[src/rtl/io_request_controller.sv]
// Sequences memory-mapped I/O: keypad/switch loads via input_enable/input_complete handshake,
// and display stores held on screen for OUT_HOLD_CYCLES; stalls the pipeline for the whole access.
module io_request_controller #(
  parameter int unsigned             ISA_WIDTH       = 32,
  parameter logic [ISA_WIDTH-1:0]    IN_ADDR         = 32'hFFFF_FC70,
  parameter logic [ISA_WIDTH-1:0]    OUT_ADDR        = 32'hFFFF_FC60,
  parameter int unsigned             OUT_HOLD_CYCLES = 16
) (
  input  logic                 clk,
  input  logic                 rst_n,
  input  logic                 mem_read,
  input  logic                 mem_write,
  input  logic [ISA_WIDTH-1:0] mem_addr,
  input  logic [ISA_WIDTH-1:0] mem_wdata,
  input  logic                 input_complete,
  input  logic [ISA_WIDTH-1:0] keypad_data,
  input  logic                 switch_enable,
  input  logic [15:0]          switch_data,
  input  logic                 cpu_pause,
  output logic                 input_enable,
  output logic                 io_stall,
  output logic [ISA_WIDTH-1:0] io_rdata,
  output logic                 io_rdata_valid,
  output logic [ISA_WIDTH-1:0] display_value,
  output logic                 display_valid
);

  typedef enum logic [2:0] {
    IDLE     = 3'd0,
    IN_REQ   = 3'd1,
    IN_WAIT  = 3'd2,
    OUT_HOLD = 3'd3,
    RELEASE  = 3'd4
  } state_e;

  state_e                 state_q, state_d;
  logic [15:0]            hold_cnt_q, hold_cnt_d;
  logic                   first_wait_q, first_wait_d;
  logic [ISA_WIDTH-1:0]   rdata_q, rdata_d;
  logic                   rvalid_q, rvalid_d;
  logic [ISA_WIDTH-1:0]   disp_q, disp_d;
  logic                   dvalid_q, dvalid_d;
  logic                   rd_hit, wr_hit;

  // A simultaneous read suppresses the write so a load is never lost.
  assign rd_hit = mem_read & (mem_addr == IN_ADDR);
  assign wr_hit = mem_write & ~mem_read & (mem_addr == OUT_ADDR);

  always_comb begin
    state_d      = state_q;
    hold_cnt_d   = hold_cnt_q;
    first_wait_d = first_wait_q;
    rdata_d      = rdata_q;
    rvalid_d     = 1'b0;
    disp_d       = disp_q;
    dvalid_d     = dvalid_q;
    input_enable = 1'b0;
    unique case (state_q)
      IDLE: begin
        if (!cpu_pause) begin
          if (rd_hit) begin
            state_d = IN_REQ;
          end else if (wr_hit) begin
            state_d    = OUT_HOLD;
            disp_d     = mem_wdata;
            dvalid_d   = 1'b1;
            hold_cnt_d = 16'(OUT_HOLD_CYCLES - 1);
          end
        end
      end
      IN_REQ: begin
        // Pulse is withheld while paused so the input unit sees exactly one request.
        if (!cpu_pause) begin
          input_enable = 1'b1;
          state_d      = IN_WAIT;
          first_wait_d = 1'b1;
        end
      end
      IN_WAIT: begin
        // The first cycle still shows the previous request's sticky Enter.
        first_wait_d = 1'b0;
        if (!first_wait_q && input_complete) begin
          rdata_d  = switch_enable ? {{(ISA_WIDTH-16){1'b0}}, switch_data} : keypad_data;
          rvalid_d = 1'b1;
          state_d  = RELEASE;
        end
      end
      OUT_HOLD: begin
        if (!cpu_pause) begin
          if (hold_cnt_q == 16'd0) begin
            state_d = RELEASE;
          end else begin
            hold_cnt_d = hold_cnt_q - 16'd1;
          end
        end
      end
      RELEASE: begin
        state_d = IDLE;
      end
      default: begin
        state_d = IDLE;
      end
    endcase
  end

  always_ff @(posedge clk or negedge rst_n) begin
    if (!rst_n) begin
      state_q      <= IDLE;
      hold_cnt_q   <= 16'd0;
      first_wait_q <= 1'b0;
      rdata_q      <= '0;
      rvalid_q     <= 1'b0;
      disp_q       <= '0;
      dvalid_q     <= 1'b0;
    end else begin
      state_q      <= state_d;
      hold_cnt_q   <= hold_cnt_d;
      first_wait_q <= first_wait_d;
      rdata_q      <= rdata_d;
      rvalid_q     <= rvalid_d;
      disp_q       <= disp_d;
      dvalid_q     <= dvalid_d;
    end
  end

  assign io_stall       = ((state_q != IDLE) && (state_q != RELEASE)) |
                          ((state_q == IDLE) & (rd_hit | wr_hit));
  assign io_rdata       = rdata_q;
  assign io_rdata_valid = rvalid_q;
  assign display_value  = disp_q;
  assign display_valid  = dvalid_q;

endmodule

[config.mk]
export PLATFORM = sky130hd
export DESIGN_NAME = io_request_controller
export DESIGN_NICKNAME = d
export VERILOG_FILES = /design/src/rtl/io_request_controller.sv
export SDC_FILE = /design/constraint.sdc
export NUM_CORES = 1
export LEC_CHECK = 0
export CELL_PAD_IN_SITES_DETAIL_PLACEMENT = 0
export CELL_PAD_IN_SITES_GLOBAL_PLACEMENT = 1
export CORE_UTILIZATION = 33
export CTS_CLUSTER_SIZE = 10
export DETAILED_ROUTE_END_ITERATION = 7
export DONT_BUFFER_PORTS = 1
export PLACE_DENSITY = 0.67
export SLEW_MARGIN = 20
export SYNTH_ARGS = -nofsm -noshare
export SYNTH_HDL_FRONTEND = slang
export SYNTH_SLANG_ARGS = --single-unit
[constraint.sdc]
create_clock -name clk -period 2.8 [get_ports clk]
set_clock_uncertainty 0.05 [all_clocks]
set_input_delay 0.56 -clock clk [delete_from_list [all_inputs] [get_ports clk]]
set_output_delay 0.56 -clock clk [all_outputs]
set_load 0.01 [all_outputs]
==> results_dict.tcl, run 1 <==
set metrics [dict create \
    worst_pin_slew_ns 0.988 \
    grt_max_degree 87 \
    min_period_over_period 0.899 \
    reg2reg_slack_ns 0.28 \
    dr.pass1.iters 4 \
    syn_nets 482 \
    finalNonFillerCells 511 \
    numCtsBuffers 9 \
    synthSimpleGateAreaFrac 0.146 \
    io_pins 187 \
    synth-seq-area-share 0.533 \
    synth_mux_area_frac 0.159 \
    antenna_found_initial 0 \
    yosysWarningCount 0 \
    yosysUniqueCellTypes 41 \
    clk_pin_slew_ns 0.06 \
    die_w_um 113 \
    overflow 0 \
    synth_top_area_share 0.533 \
    initial_core_util 0.338 \
    synthArstFlopShare 1.00 \
    dieArea_mm2 0.0127 \
    reg2regPathDepth 6 \
    placed_cells 495 \
    final_max_slew_viol_count 0 \
    vias 2679 \
    synth_compound_area_frac 0.117 \
    finalHoldViolCount 0 \
    fin_ws_ns 0.281 \
    synthCells 361 \
    core_mm2 0.0120 \
    max_cap_violations 0 \
    crit_fanout 15 \
    hold_buffers 1 \
    required_ns 2.97 \
    yosys.area.top_type "dfrtp_1" \
    worst_setup_path_end_kind "flip-flop" \
    n_antenna_cell 0 \
    drive_above_1_share 0.168 \
    synth-adder-area-share 0.00620 \
    grt_pass1_wl_mm 13.0 \
    setup_violations 0 \
    num-fill-cells 1162 \
    syn_avg_cell_area_um2 11.2 \
    critPathKind "reg -> reg" \
    area_growth_pct 11.2 \
    max_stage_delay_ns 0.66 \
    drt-vias-per-instance 5.24 \
    grt_pass1_vias 2518 \
    ir_drop_mv 0.283 \
    crit_arrival_ns 2.69 \
    worstSetupStartpointType "flip-flop" \
    cts_tree "yes" \
    cts_root_buffer "clkbuf_16" \
    synth_edf_count 0 \
    r2r_end "hold_cnt_q[1]" \
    clock.fmax_mhz 397 \
    num_rows 40 \
    crit_buf_inv 1 \
    drt.antenna.violating_nets 0 \
    clock_path_buffers 2 \
    cts-htree-levels 3 \
    power_density_mw_per_mm2 579 \
    ys.flop_type "dfrtp_1" \
    route.detailed.drc 0 \
    crit_path_top_delay_cell "or4b_2" \
    status "complete, no violations" \
    io_buffers 0 \
    finalHoldWorstSlack_ns 0.0888 \
    cts.sinks 86 \
    cpLargestDelayFamily "compound AO/OA/AOI/OAI gates" \
    relSlewSlack 0.342 \
    syn_area_mm2 0.00404 \
    hold_class "in -> async" \
    crit_chain "inv_1 > ha_1 > or4b_2 > o311ai_0 > a21oi_2 > mux2_2" \
    p_leak_uw 0.00215 \
    grt_setup_unrepaired "no" \
    dp_hpwl_mm 5.96 \
    first_iter_violations 178 \
    wire_per_inst_um 16.5 \
    die_y_um 113 \
    clk_latency_ns 0.33 \
    finalPower_uw 2600 \
    cts_setup_buffers 0 \
    pre_cts_ws_ns 0.135 \
    ys_seq_elements 86 \
    ys_top_cells_by_area "dfrtp_1 53%, mux2_4 11%, o21ai_0 4.6%" \
    period_needed_ns 2.52 \
    drt_wl_total_mm 8.43 \
    synth_commonest_cells "86 x dfrtp_1, 45 x nand2_1, 37 x o21ai_0, 29 x mux2_4, 22 x nand2b_1" \
    synth-xor-area-share 0 \
    cts_resized 0 \
    final_nets 481 \
    grt_use_total 0.132 \
    r2r-start "hold_cnt_q[0]" \
    synth_top_family_by_area "multiplexers" \
    yosysMostFrequentCell "dfrtp_1" \
    gp_congestion 0.774 \
]
==> cells in the final DEF (no fill, tap or decap), types with 7 or more instances in the layout <==
master,Yosys,routed
a21oi_1,11,10
a31oi_1,16,16
clkbuf_16,0,9
dfrtp_1,86,86
inv_1,8,8
mux2_4,29,29
mux2i_1,16,16
nand2_1,45,45
nand2b_1,22,22
nand4_1,7,7
nor2_1,14,14
nor3_1,7,7
o21ai_0,37,37
==> final cells by class <==
cell class,count,area [um2],share of cell area
Sequential cell,86,2150,0.479
Tap cell,147,184,0.0410
Timing Repair Buffer,7,85.1,0.0190
Clock buffer,11,233,0.0518
Multi-Input combinational cell,248,1730,0.386
Inverter,8,30.0,0.00669
Clock inverter,4,72.6,0.0162
==> cells by family after synthesis <==
group / count (synthesis)
buffers and inverters: 27
muxes: 49
and+or+nand+nor: 117
adders and majority gates: 2
AOI/OAI and AO/OA: 80
DFF: 86
==> metrics by stage <==
stage                      util  setup TNS, ns  cell area [um2]
final                     0.375              0             4490
after global routing      0.375              0             4490
after global placement    0.347         -0.135             4150
after CTS                 0.375              0             4490
after detailed placement  0.347              0             4160
after floorplan               -              0             4040
==> worst max-delay path by stage <==
stage,cells after the start,to,startpoint,slack [ns]
CTS,6,hold_cnt_q[1],hold_cnt_q[0],0.26
detailed placement,5,hold_cnt_q[1],mem_addr[4],0.14
finish,6,hold_cnt_q[1],hold_cnt_q[0],0.28
global placement,5,hold_cnt_q[1],mem_addr[4],-0.13
floorplan,7,display_value[0],mem_addr[22],0.41
global route,6,hold_cnt_q[1],hold_cnt_q[0],0.12
==> power breakdown <==
part | leakage (uW) | internal [uW] | switching (uW)
Clock | 0.000146 | 775 | 451
Combinational | 0.000843 | 34.5 | 44.0
Sequential | 0.00117 | 1270 | 28.8
Total | 0.00215 | 2080 | 524
==> flip-flops by register name (all words and copies together), names as in the netlist <==
register	count
display_value	32
io_rdata	32
hold_cnt_q	16
state_q	3
display_valid	1
first_wait_q	1
io_rdata_valid	1
==> metal layers <==
layer	vias to the layer above	global-route usage	share of wire
met5	-	0	0
met4	0	0.0631	0.014
met3	11	0.0362	0.065
met2	86	0.209	0.49
met1	1303	0.166	0.43
li1	1279	-	-
==> worst register-to-register path: cells and delay by family, from the launching register on <==
family          cells  cell delay [ns]
simple gates        1             0.66
buf+inv             1             0.15
compound gates      2             0.67
fa+ha+maj           1             0.17
mux                 1             0.33
flops               1             0.37
(Power assumes the default switching activity.)
==> run 2: changes to the inputs <==
--- a/config.mk
+++ b/config.mk
@@ -5,13 +5,11 @@
 export SDC_FILE = /design/constraint.sdc
 export NUM_CORES = 1
 export LEC_CHECK = 0
-export CELL_PAD_IN_SITES_DETAIL_PLACEMENT = 0
-export CELL_PAD_IN_SITES_GLOBAL_PLACEMENT = 1
 export CORE_UTILIZATION = 33
 export CTS_CLUSTER_SIZE = 10
 export DETAILED_ROUTE_END_ITERATION = 7
 export DONT_BUFFER_PORTS = 1
-export PLACE_DENSITY = 0.67
+export PLACE_DENSITY = 0.55
 export SLEW_MARGIN = 20
 export SYNTH_ARGS = -nofsm -noshare
 export SYNTH_HDL_FRONTEND = slang
==> run 2 against run 1 <==
- design area down 0.47%
- worst hold slack worse by 0.013 ns
- total power down 2.9%
- critical endpoint unchanged
- critical path type unchanged
==> results_dict.tcl, run 2 (synthesis results as in run 1) <==
set metrics [dict create \
    cts_resized 0 \
    crit_arrival_ns 2.69 \
    worstSetupStartpointType "flip-flop" \
    drt.antenna.violating_nets 0 \
    reg2regPathDepth 6 \
    finalPower_uw 2520 \
    power_density_mw_per_mm2 565 \
    period_needed_ns 2.51 \
    num_rows 40 \
    critPathKind "reg -> reg" \
    dp_hpwl_mm 5.78 \
    p_leak_uw 0.00215 \
    final_common_cell "dfrtp_1" \
    worst_pin_slew_ns 1.04 \
    setup_violations 0 \
    drt_wl_total_mm 8.24 \
    wire_per_inst_um 16.1 \
    cts_root_buffer "clkbuf_16" \
    area_growth_pct 10.7 \
    cts_setup_buffers 0 \
    worst_setup_path_end_kind "flip-flop" \
    n_antenna_cell 0 \
    r2r_end "hold_cnt_q[1]" \
    cts.sinks 86 \
    cts_tree "yes" \
    grt_pass1_wl_mm 12.9 \
    clock.fmax_mhz 398 \
    io_pins 187 \
    io_buffers 0 \
    antenna_found_initial 0 \
    vias 2671 \
    dieArea_mm2 0.0127 \
    gp_congestion 0.754 \
    required_ns 2.97 \
    core_mm2 0.0120 \
    drive_above_1_share 0.167 \
    crit_start "hold_cnt_q[0]" \
    min_period_over_period 0.898 \
    hold_class "in -> async" \
    route.detailed.drc 0 \
    cts-htree-levels 3 \
    drt-vias-per-instance 5.22 \
    die_w_um 113 \
    grt_pass1_vias 2548 \
    dr.pass1.iters 6 \
    clk_pin_slew_ns 0.06 \
    final_nets 481 \
    grt_setup_unrepaired "no" \
    grt_max_degree 87 \
    initial_core_util 0.338 \
    reg2reg_slack_ns 0.29 \
    overflow 0 \
    grt_use_total 0.131 \
    status "complete, no violations" \
    crit_fanout 15 \
    ir_drop_mv 0.216 \
    first_iter_violations 179 \
    max_cap_violations 0 \
    relSlewSlack 0.306 \
    finalHoldViolCount 0 \
    final_max_slew_viol_count 0 \
    numCtsBuffers 9 \
    layout_common_cells "86 x dfrtp_1, 45 x nand2_1, 37 x o21ai_0, 29 x mux2_4, 22 x nand2b_1" \
    r2r-start "hold_cnt_q[0]" \
    die_y_um 113 \
    clk_latency_ns 0.34 \
    clock_path_buffers 2 \
    setup_tns_ns 0 \
]
==> run 2: cell count changes in the layout (fill, tap and decap cells not counted) <==
cell | previous run | this run
bufinv_16 | 2 | 1
clkbuf_1 | 2 | 3
clkinv_2 | 1 | 2
==> run 2: final cells by class <==
cell class / instances / area (um2)
Sequential cell: 86 / 2150
Tap cell: 147 / 184
Inverter: 8 / 30.0
Timing Repair Buffer: 7 / 85.1
Fill cell: 1156 / 7490
Clock inverter: 4 / 47.5
Multi-Input combinational cell: 248 / 1730
Clock buffer: 12 / 236
==> run 2: how the worst max path moves through the flow <==
stage	endpoint	slack (ns)
global placement	hold_cnt_q[1]	-0.12
finish	hold_cnt_q[1]	0.29
detailed placement	hold_cnt_q[1]	-0.17
floorplan	display_value[0]	0.41
CTS	hold_cnt_q[1]	0.19
global route	hold_cnt_q[1]	0.11
==> run 2: routing by layer <==
layer  GRT usage  vias up  share of wire
li1            -     1285              -
met1       0.153     1289           0.42
met2       0.214       85           0.49
met3      0.0437       12          0.067
met4      0.0720        0          0.021
met5           0        -              0
==> run 2: timing repair <==
item,in CTS,in global routing
hold buffers,1,0
endpoints found under the hold margin,86,0
endpoints found under the setup margin,0,0
==> run 2: where the power goes <==
part	total (uW)	switching, uW	internal (uW)
clock network	1150	462	689
registers	1300	28.5	1270
logic	79.1	44.6	34.5
==> run 2: metrics by stage <==
stage                     instance area [um2]  worst slack (ns)  hold WS [ns]   util  std cells
final                                    4470             0.286        0.0762  0.374        512
after global routing                     4470             0.111         0.106  0.374        512
after CTS                                4460             0.192        0.0918  0.373        512
after detailed placement                 4150            -0.170         0.219  0.347        495
after global placement                   4150            -0.116         0.220  0.347        495
after floorplan                          4040             0.414         0.214      -        361
==> run 2: critical path, stage by stage (launching register included) <==
cell      delay, ns
dfrtp_1        0.37
inv_1          0.14
ha_1           0.17
or4b_2         0.67
o311ai_0       0.44
a21oi_2        0.23
mux2_2         0.33
==> run 3: changes to the inputs <==
--- a/config.mk
+++ b/config.mk
@@ -5,11 +5,14 @@
 export SDC_FILE = /design/constraint.sdc
 export NUM_CORES = 1
 export LEC_CHECK = 0
+export CELL_PAD_IN_SITES_DETAIL_PLACEMENT = 1
+export CELL_PAD_IN_SITES_GLOBAL_PLACEMENT = 2
 export CORE_UTILIZATION = 33
 export CTS_CLUSTER_SIZE = 10
 export DETAILED_ROUTE_END_ITERATION = 7
 export DONT_BUFFER_PORTS = 1
-export PLACE_DENSITY = 0.55
+export PLACE_DENSITY = 0.79
+export SETUP_SLACK_MARGIN = 0.02
 export SLEW_MARGIN = 20
 export SYNTH_ARGS = -nofsm -noshare
 export SYNTH_HDL_FRONTEND = slang
==> run 3 against run 2 <==
- worst hold slack better by 0.0053 ns
- die area unchanged
- combinational power about the same
- total power down 2.3%
- sequential share of layout area up 0.11 points
- cell count up 0.20%
- global-route usage up 2.2 points
- register-to-register slack worse by 0.09 ns
- clock-buffer cell count down 2
- routed wire length up 17%
- clock power down 5%
- via count up 4.7%
- largest power group unchanged
==> results_dict.tcl, run 3 (synthesis results as in run 1) <==
set metrics [dict create \
    core_mm2 0.0120 \
    final_common_cell "dfrtp_1" \
    max_stage_delay_ns 0.66 \
    io_pins 187 \
    critPathKind "reg -> reg" \
    vias 2796 \
    initial_core_util 0.338 \
    gp_congestion 0.762 \
    finalNonFillerCells 513 \
    final_max_slew_viol_count 0 \
    cts_tree "yes" \
    required_ns 2.97 \
    num-fill-cells 1326 \
    io_buffers 0 \
    seq_area_mm2 0.00215 \
    p_clk_frac 0.443 \
    clk_pin_slew_ns 0.06 \
    seqPwrFrac 0.525 \
    p_switching_uw 561 \
    cts.sinks 86 \
    crit_path_top_delay_cell "or4b_2" \
    worst_pin_slew_ns 0.950 \
    antenna_found_initial 1 \
    grt_pass1_wl_mm 15.2 \
    dp_hpwl_mm 6.95 \
    dr.pass1.iters 4 \
    reg2regPathDepth 7 \
    multi_input_area_mm2 0.00173 \
    ir_drop_mv 0.251 \
    swShare 0.227 \
    pwr-share-comb 0.032 \
    crit_chain "inv_1 > ha_1 > or4b_2 > o311ai_0 > a21oi_1 > buf_4 > a21o_1" \
    placed_cells 495 \
    p_leak_uw 0.00214 \
    die_y_um 113 \
    setup_tns_ns 0 \
    grt_setup_unrepaired "no" \
    max_cap_violations 0 \
    cts_resized 0 \
    route.detailed.drc 0 \
    relSlewSlack 0.367 \
    cts_root_buffer "clkbuf_16" \
    wire_per_inst_um 18.8 \
    drt.antenna.violating_nets 0 \
    crit_fanout 8 \
    r2r_end "hold_cnt_q[0]" \
    crit_arrival_ns 2.77 \
    hold_class "in -> async" \
    layout_common_cells "86 x dfrtp_1, 45 x nand2_1, 37 x o21ai_0, 29 x mux2_4, 22 x nand2b_1" \
    drive_above_1_share 0.170 \
    reg2reg_slack_ns 0.20 \
    grt_use_total 0.153 \
    p_int_uw 1910 \
    clk_latency_ns 0.33 \
    final_nets 481 \
    power_density_mw_per_mm2 554 \
    num_rows 40 \
    drt_wl_total_mm 9.63 \
    area_growth_pct 10.4 \
    clock.fmax_mhz 385 \
    r2r-start "hold_cnt_q[0]" \
    period_needed_ns 2.60 \
    grt_pass1_vias 2935 \
    die_w_um 113 \
    min_period_over_period 0.929 \
    cts-htree-levels 3 \
    cpLargestDelayFamily "compound AO/OA/AOI/OAI gates" \
    setup_violations 0 \
    clock_path_buffers 2 \
    worst_setup_path_end_kind "flip-flop" \
    drt-vias-per-instance 5.45 \
    status "complete, no violations" \
    crit_buf_inv 2 \
    finalHoldViolCount 0 \
    first_iter_violations 138 \
    numCtsBuffers 9 \
    dieArea_mm2 0.0127 \
    worstSetupStartpointType "flip-flop" \
    overflow 0 \
    grt_max_degree 87 \
]
[run 3: changes by cell type in the layout (fill, tap and decap cells not counted)]
cell | before | now
a21oi_1 | 10 | 11
a21oi_2 | 1 | 0
clkinv_2 | 2 | 1
inv_6 | 0 | 2
clkinv_4 | 0 | 1
clkinvlp_4 | 1 | 2
clkbuf_1 | 3 | 1
bufinv_16 | 1 | 0
diode_2 | 0 | 1
[run 3: repair_timing]
action,CTS,global route
hold endpoints to repair,86,0
hold buffers,1,0
setup buffers,0,0
[run 3: layer usage]
metal	track usage	wire length (um)	vias up
met2	0.271	5070	79
met1	0.172	3900	1414
met3	0.0362	473	18
met4	0.0764	189	0
li1	-	-	1285
met5	0	0	-
[run 3: cell type report]
type | count | area share
diodes | 1 | 0.000561
clock buffers | 10 | 0.0514
clock inverters | 6 | 0.0104
inverters | 8 | 0.00674
multi-input cells | 248 | 0.388
flip-flops and latches | 86 | 0.483
well taps | 147 | 0.0413
repair buffers | 7 | 0.0191
[run 3: worst max-delay path by stage]
stage	end	slack, ns	startpoint	cells after the start
final	hold_cnt_q[0]	0.20	hold_cnt_q[0]	7
after global placement	hold_cnt_q[1]	0.24	mem_addr[4]	5
after CTS	hold_cnt_q[0]	0.21	hold_cnt_q[0]	7
after global routing	hold_cnt_q[0]	0.02	hold_cnt_q[0]	7
after floorplan	display_value[0]	0.41	mem_addr[22]	7
after detailed placement	hold_cnt_q[1]	0.16	mem_addr[4]	5
[run 3: metrics by stage]
stage / power (uW) / cell area [um2] / setup slack (ns) / util / hold slack (ns)
after floorplan: 1360 / 4040 / 0.414 / - / 0.214
after global placement: 1370 / 4150 / 0.238 / 0.347 / 0.216
final: 2470 / 4460 / 0.200 / 0.373 / 0.0815
after CTS: 2510 / 4460 / 0.208 / 0.372 / 0.0911
after detailed placement: 1370 / 4150 / 0.155 / 0.347 / 0.216
after global routing: 2570 / 4460 / 0.0230 / 0.373 / 0.0996
[run 3: power groups by stage]
stage / combinational, uW / sequential [uW] / clock, uW
global route: 92.9 / 1300 / 1180
finish: 79.2 / 1300 / 1090
global placement: 50.2 / 1320 / 0
CTS: 83.1 / 1300 / 1130
floorplan: 49.8 / 1310 / 0
detailed placement: 53.6 / 1320 / 0
[run 3: worst reg2reg max path, stage by stage (launching register included)]
cell	delay, ns
dfrtp_1	0.38
inv_1	0.17
ha_1	0.18
or4b_2	0.66
o311ai_0	0.36
a21oi_1	0.23
buf_4	0.26
a21o_1	0.19
